===== config.mk =====
export PLATFORM = sky130hd
export DESIGN_NAME = gate_range_ctrl
export DESIGN_NICKNAME = d
export VERILOG_FILES = /design/src/rtl/gate_range_pkg.sv /design/src/rtl/edge_sync_detect.sv /design/src/rtl/gate_range_ctrl.sv
export SDC_FILE = /design/constraint.sdc
export NUM_CORES = 1
export LEC_CHECK = 0
export ABC_AREA = 1
export BUFFER_PORTS_ARGS = -buffer_cell sky130_fd_sc_hd__buf_2
export CORE_MARGIN = 2
export CORE_UTILIZATION = 57
export CTS_BUF_LIST = sky130_fd_sc_hd__clkbuf_8
export DETAILED_ROUTE_END_ITERATION = 12
export PLACE_DENSITY_LB_ADDON = 0.08
export SLEW_MARGIN = 20
export SYNTH_ARGS = -nofsm -noshare
export SYNTH_HDL_FRONTEND = slang
export SYNTH_HIERARCHICAL = 1
export SYNTH_SLANG_ARGS = --single-unit

===== constraint.sdc =====
create_clock -name clk -period 2.8 [get_ports clk]
set_input_delay 0.56 -clock clk [delete_from_list [all_inputs] [get_ports clk]]
set_output_delay 0.56 -clock clk [all_outputs]
set_load 0.1 [all_outputs]

===== src/rtl/gate_range_pkg.sv =====
// Shared types and helpers for the gate/range measurement sequencer.
package gate_range_pkg;

    typedef enum logic [2:0] {
        IDLE,
        ARM,
        GATE,
        EVAL,
        RESTART,
        PUBLISH
    } state_t;

    localparam logic [3:0] RANGE_MAX = 4'd9;

    function automatic logic [9:0] idx_to_onehot(input logic [3:0] idx);
        logic [9:0] oh;
        oh = '0;
        if (idx <= RANGE_MAX) begin
            oh = 10'(1) << idx;
        end
        return oh;
    endfunction

endpackage


===== src/rtl/edge_sync_detect.sv =====
// Two-flop synchronizer for an asynchronous input followed by a registered
// one-cycle rising-edge pulse (three cycles from input edge to pulse visible + 1 to use).
module edge_sync_detect (
    input  logic clk,
    input  logic reset,
    input  logic din,
    output logic pulse
);

    // [0] and [1] are the synchronizer, [2] is the previous synchronized value.
    logic [2:0] sync_q, sync_d;
    logic       pulse_q, pulse_d;

    always_comb begin
        sync_d  = {sync_q[1:0], din};
        pulse_d = sync_q[1] & ~sync_q[2];
    end

    always_ff @(posedge clk) begin
        if (!reset) begin
            sync_q  <= '0;
            pulse_q <= 1'b0;
        end else begin
            sync_q  <= sync_d;
            pulse_q <= pulse_d;
        end
    end

    assign pulse = pulse_q;

endmodule


===== src/rtl/gate_range_ctrl.sv =====
// Frequency-counter measurement sequencer: gates edge counting between two divider
// toggles and optionally auto-ranges the gate length (macro AUTORANGE_EN).
module gate_range_ctrl #(
    parameter int unsigned      CNT_W     = 24,
    parameter logic [CNT_W-1:0] HI_THRESH = CNT_W'(9_000_000),
    parameter logic [CNT_W-1:0] LO_THRESH = CNT_W'(900_000),
    parameter int unsigned      MAX_RETRY = 4
) (
    input  logic             clk,
    input  logic             reset,
    input  logic             start,
    input  logic             continuous,
    input  logic [3:0]       range_init,
    input  logic             sig_in,
    input  logic             div_clk,
    output logic [9:0]       div_factor,
    output logic             div_rst_n,
    output logic [CNT_W-1:0] count,
    output logic [3:0]       range_idx,
    output logic             valid,
    output logic             overflow,
    output logic             busy
);

    import gate_range_pkg::*;

    state_t           state_q, state_d;
    logic [3:0]       cur_idx_q, cur_idx_d;
    logic [CNT_W-1:0] cnt_q, cnt_d;
    logic             sat_q, sat_d;
    logic             div_clk_q;
    logic [9:0]       div_factor_q, div_factor_d;
    logic             div_rst_n_q, div_rst_n_d;
    logic [CNT_W-1:0] count_q, count_d;
    logic [3:0]       range_idx_q, range_idx_d;
    logic             valid_q, valid_d;
    logic             overflow_q, overflow_d;
    logic             busy_q, busy_d;
    logic             tog, edge_pulse;
    logic             step_down, step_up;

    function automatic logic [3:0] clamp_idx(input logic [3:0] idx);
        return (idx > RANGE_MAX) ? RANGE_MAX : idx;
    endfunction

    edge_sync_detect u_sig_sync (
        .clk   (clk),
        .reset (reset),
        .din   (sig_in),
        .pulse (edge_pulse)
    );

    assign tog = div_clk ^ div_clk_q;

`ifdef AUTORANGE_EN
    localparam int unsigned RETRY_W = $clog2(MAX_RETRY + 1);

    logic [RETRY_W-1:0] retry_q, retry_d;
    logic               may_retry;

    assign may_retry = retry_q < RETRY_W'(MAX_RETRY);
    assign step_down = ((cnt_q >= HI_THRESH) || sat_q) && (cur_idx_q != 4'd0) && may_retry;
    assign step_up   = !step_down && (cnt_q < LO_THRESH) && (cur_idx_q < RANGE_MAX) && may_retry;

    always_comb begin
        retry_d = retry_q;
        if (state_q == EVAL && (step_down || step_up)) begin
            retry_d = retry_q + 1'b1;
        end else if (state_q == PUBLISH || (state_q == IDLE && start)) begin
            retry_d = '0;
        end
    end
`else
    // Keeps the range parameters referenced in fixed-range builds.
    logic unused_range_cfg;
    assign unused_range_cfg = ^{HI_THRESH, LO_THRESH, MAX_RETRY};
    assign step_down = 1'b0;
    assign step_up   = 1'b0;
`endif

    always_comb begin
        state_d      = state_q;
        cur_idx_d    = cur_idx_q;
        cnt_d        = cnt_q;
        sat_d        = sat_q;
        div_factor_d = div_factor_q;
        div_rst_n_d  = div_rst_n_q;
        count_d      = count_q;
        range_idx_d  = range_idx_q;
        valid_d      = 1'b0;
        overflow_d   = overflow_q;
        busy_d       = busy_q;

        case (state_q)
            IDLE: begin
                div_rst_n_d = 1'b0;
                if (start) begin
                    cur_idx_d    = clamp_idx(range_init);
                    div_factor_d = idx_to_onehot(clamp_idx(range_init));
                    busy_d       = 1'b1;
                    state_d      = ARM;
                end
            end
            ARM: begin
                cnt_d       = '0;
                sat_d       = 1'b0;
                div_rst_n_d = 1'b1;
                // A toggle seen while the divider is still held is reset debris.
                if (tog && div_rst_n_q) begin
                    state_d = GATE;
                end
            end
            GATE: begin
                // Saturation flags an edge that could not be counted.
                if (edge_pulse) begin
                    if (&cnt_q) begin
                        sat_d = 1'b1;
                    end else begin
                        cnt_d = cnt_q + 1'b1;
                    end
                end
                if (tog) begin
                    state_d = EVAL;
                end
            end
            EVAL: begin
                div_rst_n_d = 1'b0;
                if (step_down) begin
                    cur_idx_d = cur_idx_q - 1'b1;
                    state_d   = RESTART;
                end else if (step_up) begin
                    cur_idx_d = cur_idx_q + 1'b1;
                    state_d   = RESTART;
                end else begin
                    count_d     = cnt_q;
                    range_idx_d = cur_idx_q;
                    overflow_d  = sat_q;
                    valid_d     = 1'b1;
                    state_d     = PUBLISH;
                end
            end
            RESTART: begin
                div_rst_n_d  = 1'b0;
                cnt_d        = '0;
                sat_d        = 1'b0;
                div_factor_d = idx_to_onehot(cur_idx_q);
                state_d      = ARM;
            end
            PUBLISH: begin
                div_rst_n_d = 1'b0;
                if (continuous) begin
                    state_d = RESTART;
                end else begin
                    busy_d  = 1'b0;
                    state_d = IDLE;
                end
            end
            default: begin
                state_d = IDLE;
            end
        endcase
    end

    always_ff @(posedge clk) begin
        if (!reset) begin
            state_q      <= IDLE;
            cur_idx_q    <= 4'd0;
            sat_q        <= 1'b0;
            div_clk_q    <= 1'b0;
            div_factor_q <= idx_to_onehot(4'd0);
            div_rst_n_q  <= 1'b0;
            count_q      <= '0;
            range_idx_q  <= 4'd0;
            valid_q      <= 1'b0;
            overflow_q   <= 1'b0;
            busy_q       <= 1'b0;
`ifdef AUTORANGE_EN
            retry_q      <= '0;
`endif
        end else begin
            state_q      <= state_d;
            cur_idx_q    <= cur_idx_d;
            sat_q        <= sat_d;
            div_clk_q    <= div_clk;
            div_factor_q <= div_factor_d;
            div_rst_n_q  <= div_rst_n_d;
            count_q      <= count_d;
            range_idx_q  <= range_idx_d;
            valid_q      <= valid_d;
            overflow_q   <= overflow_d;
            busy_q       <= busy_d;
`ifdef AUTORANGE_EN
            retry_q      <= retry_d;
`endif
        end
    end

    // The edge counter is cleared in ARM/RESTART before every gate.
    always_ff @(posedge clk) begin
        cnt_q <= cnt_d;
    end

    assign div_factor = div_factor_q;
    assign div_rst_n  = div_rst_n_q;
    assign count      = count_q;
    assign range_idx  = range_idx_q;
    assign valid      = valid_q;
    assign overflow   = overflow_q;
    assign busy       = busy_q;

endmodule


Word-level counts from Yosys, hierarchy flattened
Index checks and enable logic that the tools add are counted.
Widths: inputs -> output; s select.
{ "op_classes": {"n_eq_ne": 12, "reduce_logical": 15, "n_shift": 2, "add_sub_neg": 1, "mux": 21, "bitwise_logic": 3, "n_lt_le_gt_ge": 3} }
{ "ops": {"columns": ["cell", "n"], "rows": [
  ["$mux 24", 2],
  ["$pmux 24 s2", 1],
  ["$mux 10", 3],
  ["$add 24x1->24 const B", 1],
  ["$reduce_and 24->1", 1],
  ["$pmux 10 s2", 1],
  ["$shl 1x4->10 const A", 2],
  ["$pmux 3 s6", 1],
  ["$mux 3", 4],
  ["$ne 2x2->1 const B", 6],
  ["$reduce_and 3->1", 4],
  ["$le 4x4->1 const B", 2],
  ["$reduce_bool 2->1", 4],
  ["$eq 3x2->1 const B", 2],
  ["$eq 3x3->1 const B", 2],
  ["$pmux 1 s2", 3],
  ["$mux 1", 5],
  ["$gt 4x4->1 const B", 1],
  ["$mux 4", 1],
  ["$reduce_and 2->1", 2],
  ["$reduce_or 4->1", 1],
  ["$eq 3x1->1 const B", 1],
  ["$logic_not 3->1", 1],
  ["$ne 2x1->1 const B", 1],
  ["5 further kinds", 5]
]} }
{ "word_totals": {"register_bits": 79, "elab_cells": 71} }

Depth between registers and ports, before layout
{ "depth": {"depth_word": 6, "mapped_depth": 9, "ltp_nobuf": 9} }

Modules after synthesis
Netlist, hierarchy kept.
{ "modules_own_cells": {"columns": ["module", "area_per_inst_um2", "cells_per_inst", "instances"], "rows": [
  ["gate_range_ctrl", 3613.5, 459, 1],
  ["edge_sync_detect", 108.9, 11, 1]
]} }

Worst setup path after synthesis
No wires, ideal clock.
{ "synth_timing": {"kind": "flip-flop to flip-flop", "start": "register cnt_q[0]", "end": "register cnt_q[0] (enable)", "arrival_time_ns": 1.561, "stages_incl_launch_ff": 9, "setup_slack_ns": 0.860, "setup_time_ns": 0.379, "period_less_slack_ns": 1.940, "cell_sequence": "edfxtp_1 ha_1 nand2_1 nor2_1 nand2_1 nor2_2 nand4_1 nand2_1 inv_1"} }
{ "synth_via": {"elab_chain_cells": 3} }
{ "synth_rtl": {"columns": ["item", "line", "rtl"], "rows": [
  ["from (decl)", "gate_range_ctrl.sv:29", "logic [CNT_W-1:0] cnt_q, cnt_d;"],
  ["from (signal assigned)", "gate_range_ctrl.sv:200", "cnt_q <= cnt_d;"],
  ["$reduce_and 24->1", "gate_range_ctrl.sv:116", "if (&cnt_q) begin"],
  ["$ne 2x2->1 (no source line)", null, null],
  ["$reduce_and 3->1 (no source line)", null, null]
]} }
No other way between the ends.
A chain may end at the register's enable or synchronous reset.

Final worst setup path
{ "layout_timing": {"start": "register state_q[1]", "end": "register cnt_q[5] (enable)"} }
{ "layout_via": {"elab_chain_cells": 4, "word_cells_on_any_way": 8, "cone_classes": "eq/ne: 5; reduce/logical: 3"} }
{ "layout_rtl": {"columns": ["item", "line", "rtl"], "rows": [
  ["from (decl)", "gate_range_ctrl.sv:27", "state_t state_q, state_d;"],
  ["from (signal assigned)", "gate_range_ctrl.sv:181", "state_q <= state_d;"],
  ["$eq 3x3->1 or $eq 3x1->1 (tied branches)", "gate_range_ctrl.sv:94", "case (state_q)"],
  ["$reduce_or 2->1 (no source line)", null, null],
  ["$reduce_bool 2->1 (no source line)", null, null],
  ["$reduce_and 3->1 (no source line) *", null, null]
]} }
Every way passes the cells marked *; elsewhere a longest branch is shown, timed or not.

==> reports/results.txt <==
Outcome -> completed
Asr flop ratio synth -> 0%
Mapped Nets -> 481
DRT Wirelength -> 8420 um
Drt pass-1 iters -> 4
Num CTS Buffers -> 9
Layout area overhead -> 14.4%
Post-DRT Antenna Nets -> 0
CTS max path bufs -> 2
Port buffer count -> 51
Nets -> 534
Hold path start -> sig_in
Switching pwr -> 1.85 mW
Pleak -> 1.95 nW
CTS Hold Bufs -> 0
Post-synth cell types -> 36
I/O Pins -> 52
Clock latency on the worst-skew pair -> 350 ps
GP Congestion -> 0.877
Comb pwr share -> 35.0%
Unrepaired setup endpoints after global routing -> no
WL per Instance -> 13.9 um
Core ar. -> 0.00635 sq mm
CP Class -> reg2reg
Worst-Margin Slew -> 495 ps
Final hold slack -> 393 ps
Max Cap Viol -> 0
Final Critical Period -> 1980 ps
Peak Freq -> 505 MHz
Worst clock skew -> 11.7 ps
Grt total ovfl -> 0
Peak supply drop -> 0.539 mV
Max-slew violation count -> 0
H-tree depth -> 3
Vias -> 3248
Num Clock Sinks -> 79
Number of global-route vias before repair -> 3097
Die area -> 0.00719 sq mm
Vias/cell -> 5.37
Synthesis Warnings -> 6
Tot Pwr -> 4.40 mW
Critical Path Fanout Max -> 24
Hold Path End -> u_sig_sync/sync_q[0]
Setup repair bufs after CTS -> 0
Die X-Extent -> 84.8 um
Sw frac -> 42.1%
Final hold vios -> 0
CP arrival -> 2000 ps
First-pass GRT wire length -> 14700 um
Startpoint Class -> flop
Setup_tns -> 0 ps
Flop2flop setup slack -> 820 ps
Pwr Density -> 1030 mW/mm^2
Clock Power Share -> 22.8%
FF-to-FF Start -> state_q[1]
Layout cell share with drive strength beyond 1 -> 20.6%
Die Ht -> 84.8 um
Final setup vio count -> 0
Hold path depth -> 3
Final cycle utilization of the critical path -> 70.7%
Mapped Cells -> 470
CP Data Required Time -> 2810 ps
Initial antenna violation count -> 0
EDFF count, synth -> 24
Worst min-delay path class -> in2reg
Total GRT Usage -> 25.2%
Relative max-transition margin -> 67.2%
Initial DRC count -> 163
Sequential power share -> 42.2%
Internal Power -> 2.55 mW
Top_reg_cell synth -> dfxtp_1
Synthesized area per cell -> 7.92 sq um
Fin area -> 0.00426 sq mm
Cell Area, Placed -> 0.00402 sq mm
ANT cells -> 0
Final core occ -> 67.1%
Row count -> 29
Worst setup EP type -> flop
Clock transition at path regs -> 80 ps
DRC Markers -> 0
Seq/Total Area, Yosys -> 48.9%
R2R Path End -> cnt_q[5]
Post_cts resized -> 0
Synthesized area -> 0.00372 sq mm
CTS tree -> yes
Final HPWL DP -> 6290 um
Pin count of the biggest net entering global routing -> 39
Clock Tree Root -> clkbuf_8
R2R cell count -> 8
Initial Util -> 58.6%
FF+latch count, synth -> 79
[through the flow]
stage | instances | setup slack [ps]
2_1_floorplan | 470 | 860
3_3_place_gp | 589 | 944
3_5_place_dp | 589 | 870
4_1_cts | 605 | 819
5_1_grt | 605 | 602
6_report | 605 | 820
[sequential cells by signal, indices dropped and copies added, names as in the netlist]
register	cells
overflow	1
count	24
div_rst_n	1
range_idx	4
sat_q	1
state_q	3
u_sig_sync/pulse	1
cur_idx_q	4
div_clk_q	1
valid	1
div_factor	10
busy	1
cnt_q	24
u_sig_sync/sync_q	3
[worst max-delay path by stage]
stage / from / end / slack (ps) / cells past startpoint
final: state_q[1] / cnt_q[5] / 820 / 8
after global routing: cnt_q[0] / cnt_q[6] / 600 / 9
after CTS: state_q[1] / cnt_q[5] / 820 / 8
after detailed placement: state_q[1] / cnt_q[23] / 870 / 8
after global placement: cnt_q[0] / cnt_q[23] / 940 / 9
after floorplan: cnt_q[0] / cnt_q[0] / 860 / 8
[layout by cell type, fill, tap and decap left out, types with 2 or more instances in the layout]
| master | synthesis | final |
|---|---|---|
| buf_2 | 5 | 51 |
| o21ai_2 | 20 | 20 |
| o21ai_1 | 7 | 7 |
| clkbuf_8 | 0 | 9 |
| nor2_1 | 51 | 51 |
| nor2_2 | 4 | 4 |
| nor2_4 | 2 | 2 |
| nand2_2 | 2 | 2 |
| nand2_1 | 101 | 101 |
| inv_1 | 60 | 61 |
| a211oi_1 | 2 | 2 |
| dfxtp_1 | 55 | 55 |
| clkinv_2 | 0 | 2 |
| a31oi_1 | 2 | 2 |
| xor2_1 | 4 | 4 |
| nor3_1 | 3 | 3 |
| o21ai_0 | 13 | 13 |
| nor2_8 | 2 | 2 |
| inv_2 | 5 | 5 |
| nand4_1 | 12 | 12 |
| edfxtp_1 | 24 | 24 |
| bufinv_16 | 0 | 3 |
| buf_4 | 1 | 4 |
| a21oi_1 | 30 | 30 |
| nand3_1 | 47 | 47 |
[layout make-up]
cell class              count  area (sq um)
clock buffers               9           124
clock inverters             7           113
fillers                   581          2090
inverters                  66           250
multi-input cells         312          1570
flip-flops and latches     79          1820
well taps                  77          96.3
repair buffers             55           285
[kinds of logic (layout without fill, tap and decap cells)]
group                      count (synthesis)  in the layout  share of synthesized area, %
and+or+nand+nor                          230            230                          28.1
DFF                                       79             79                          48.9
buffers and inverters                     79            137                          8.91
AOI/OAI and AO/OA                         76             76                          12.6
xor gates and xnor gates                   5              5                          1.18
adders and majority gates                  1              1                         0.336
[per-layer routing]
layer | vias to the layer above | share of wire (%) | global-route usage, %
li1 | 1643 | - | -
met1 | 1496 | 47 | 35.5
met2 | 100 | 47 | 40.7
met3 | 9 | 5.1 | 3.89
met4 | 0 | 1.0 | 7.36
met5 | - | 0 | 0
[Yosys cell counts, types with 2 or more instances]
cell / number / area share (%)
a211oi_1: 2 / 0.40
a21oi_1: 30 / 4.0
a31oi_1: 2 / 0.34
buf_2: 5 / 0.67
buf_6: 3 / 0.91
clkbuf_1: 3 / 0.30
dfxtp_1: 55 / 30
edfxtp_1: 24 / 19
inv_1: 60 / 6.1
inv_2: 5 / 0.50
nand2_1: 101 / 10
nand2_2: 2 / 0.34
nand3_1: 47 / 6.3
nand4_1: 12 / 2.0
nor2_1: 51 / 5.1
nor2_2: 4 / 0.67
nor2_4: 2 / 0.60
nor2_8: 2 / 1.1
nor3_1: 3 / 0.40
o21ai_0: 13 / 1.7
o21ai_1: 7 / 0.94
o21ai_2: 20 / 4.7
xor2_1: 4 / 0.94
[critical path, cell delays in order (launching register included)]
cell and delay (ps):
dfxtp_1 360, inv_1 150, nand3_1 180, nand2_2 320, o21ai_0 150, inv_1 90
nand2_1 50, inv_1 50, buf_4 300
[power groups by stage]
stage | Combinational, mW | Clock, mW | Sequential [mW]
CTS | 1.55 | 1.01 | 1.85
global placement | 1.51 | 0 | 1.87
floorplan | 0.943 | 0 | 2.10
global route | 1.72 | 1.06 | 1.90
detailed placement | 1.54 | 0 | 1.88
finish | 1.54 | 1.01 | 1.86
No activity file was read; power rests on OpenSTA's default activity.
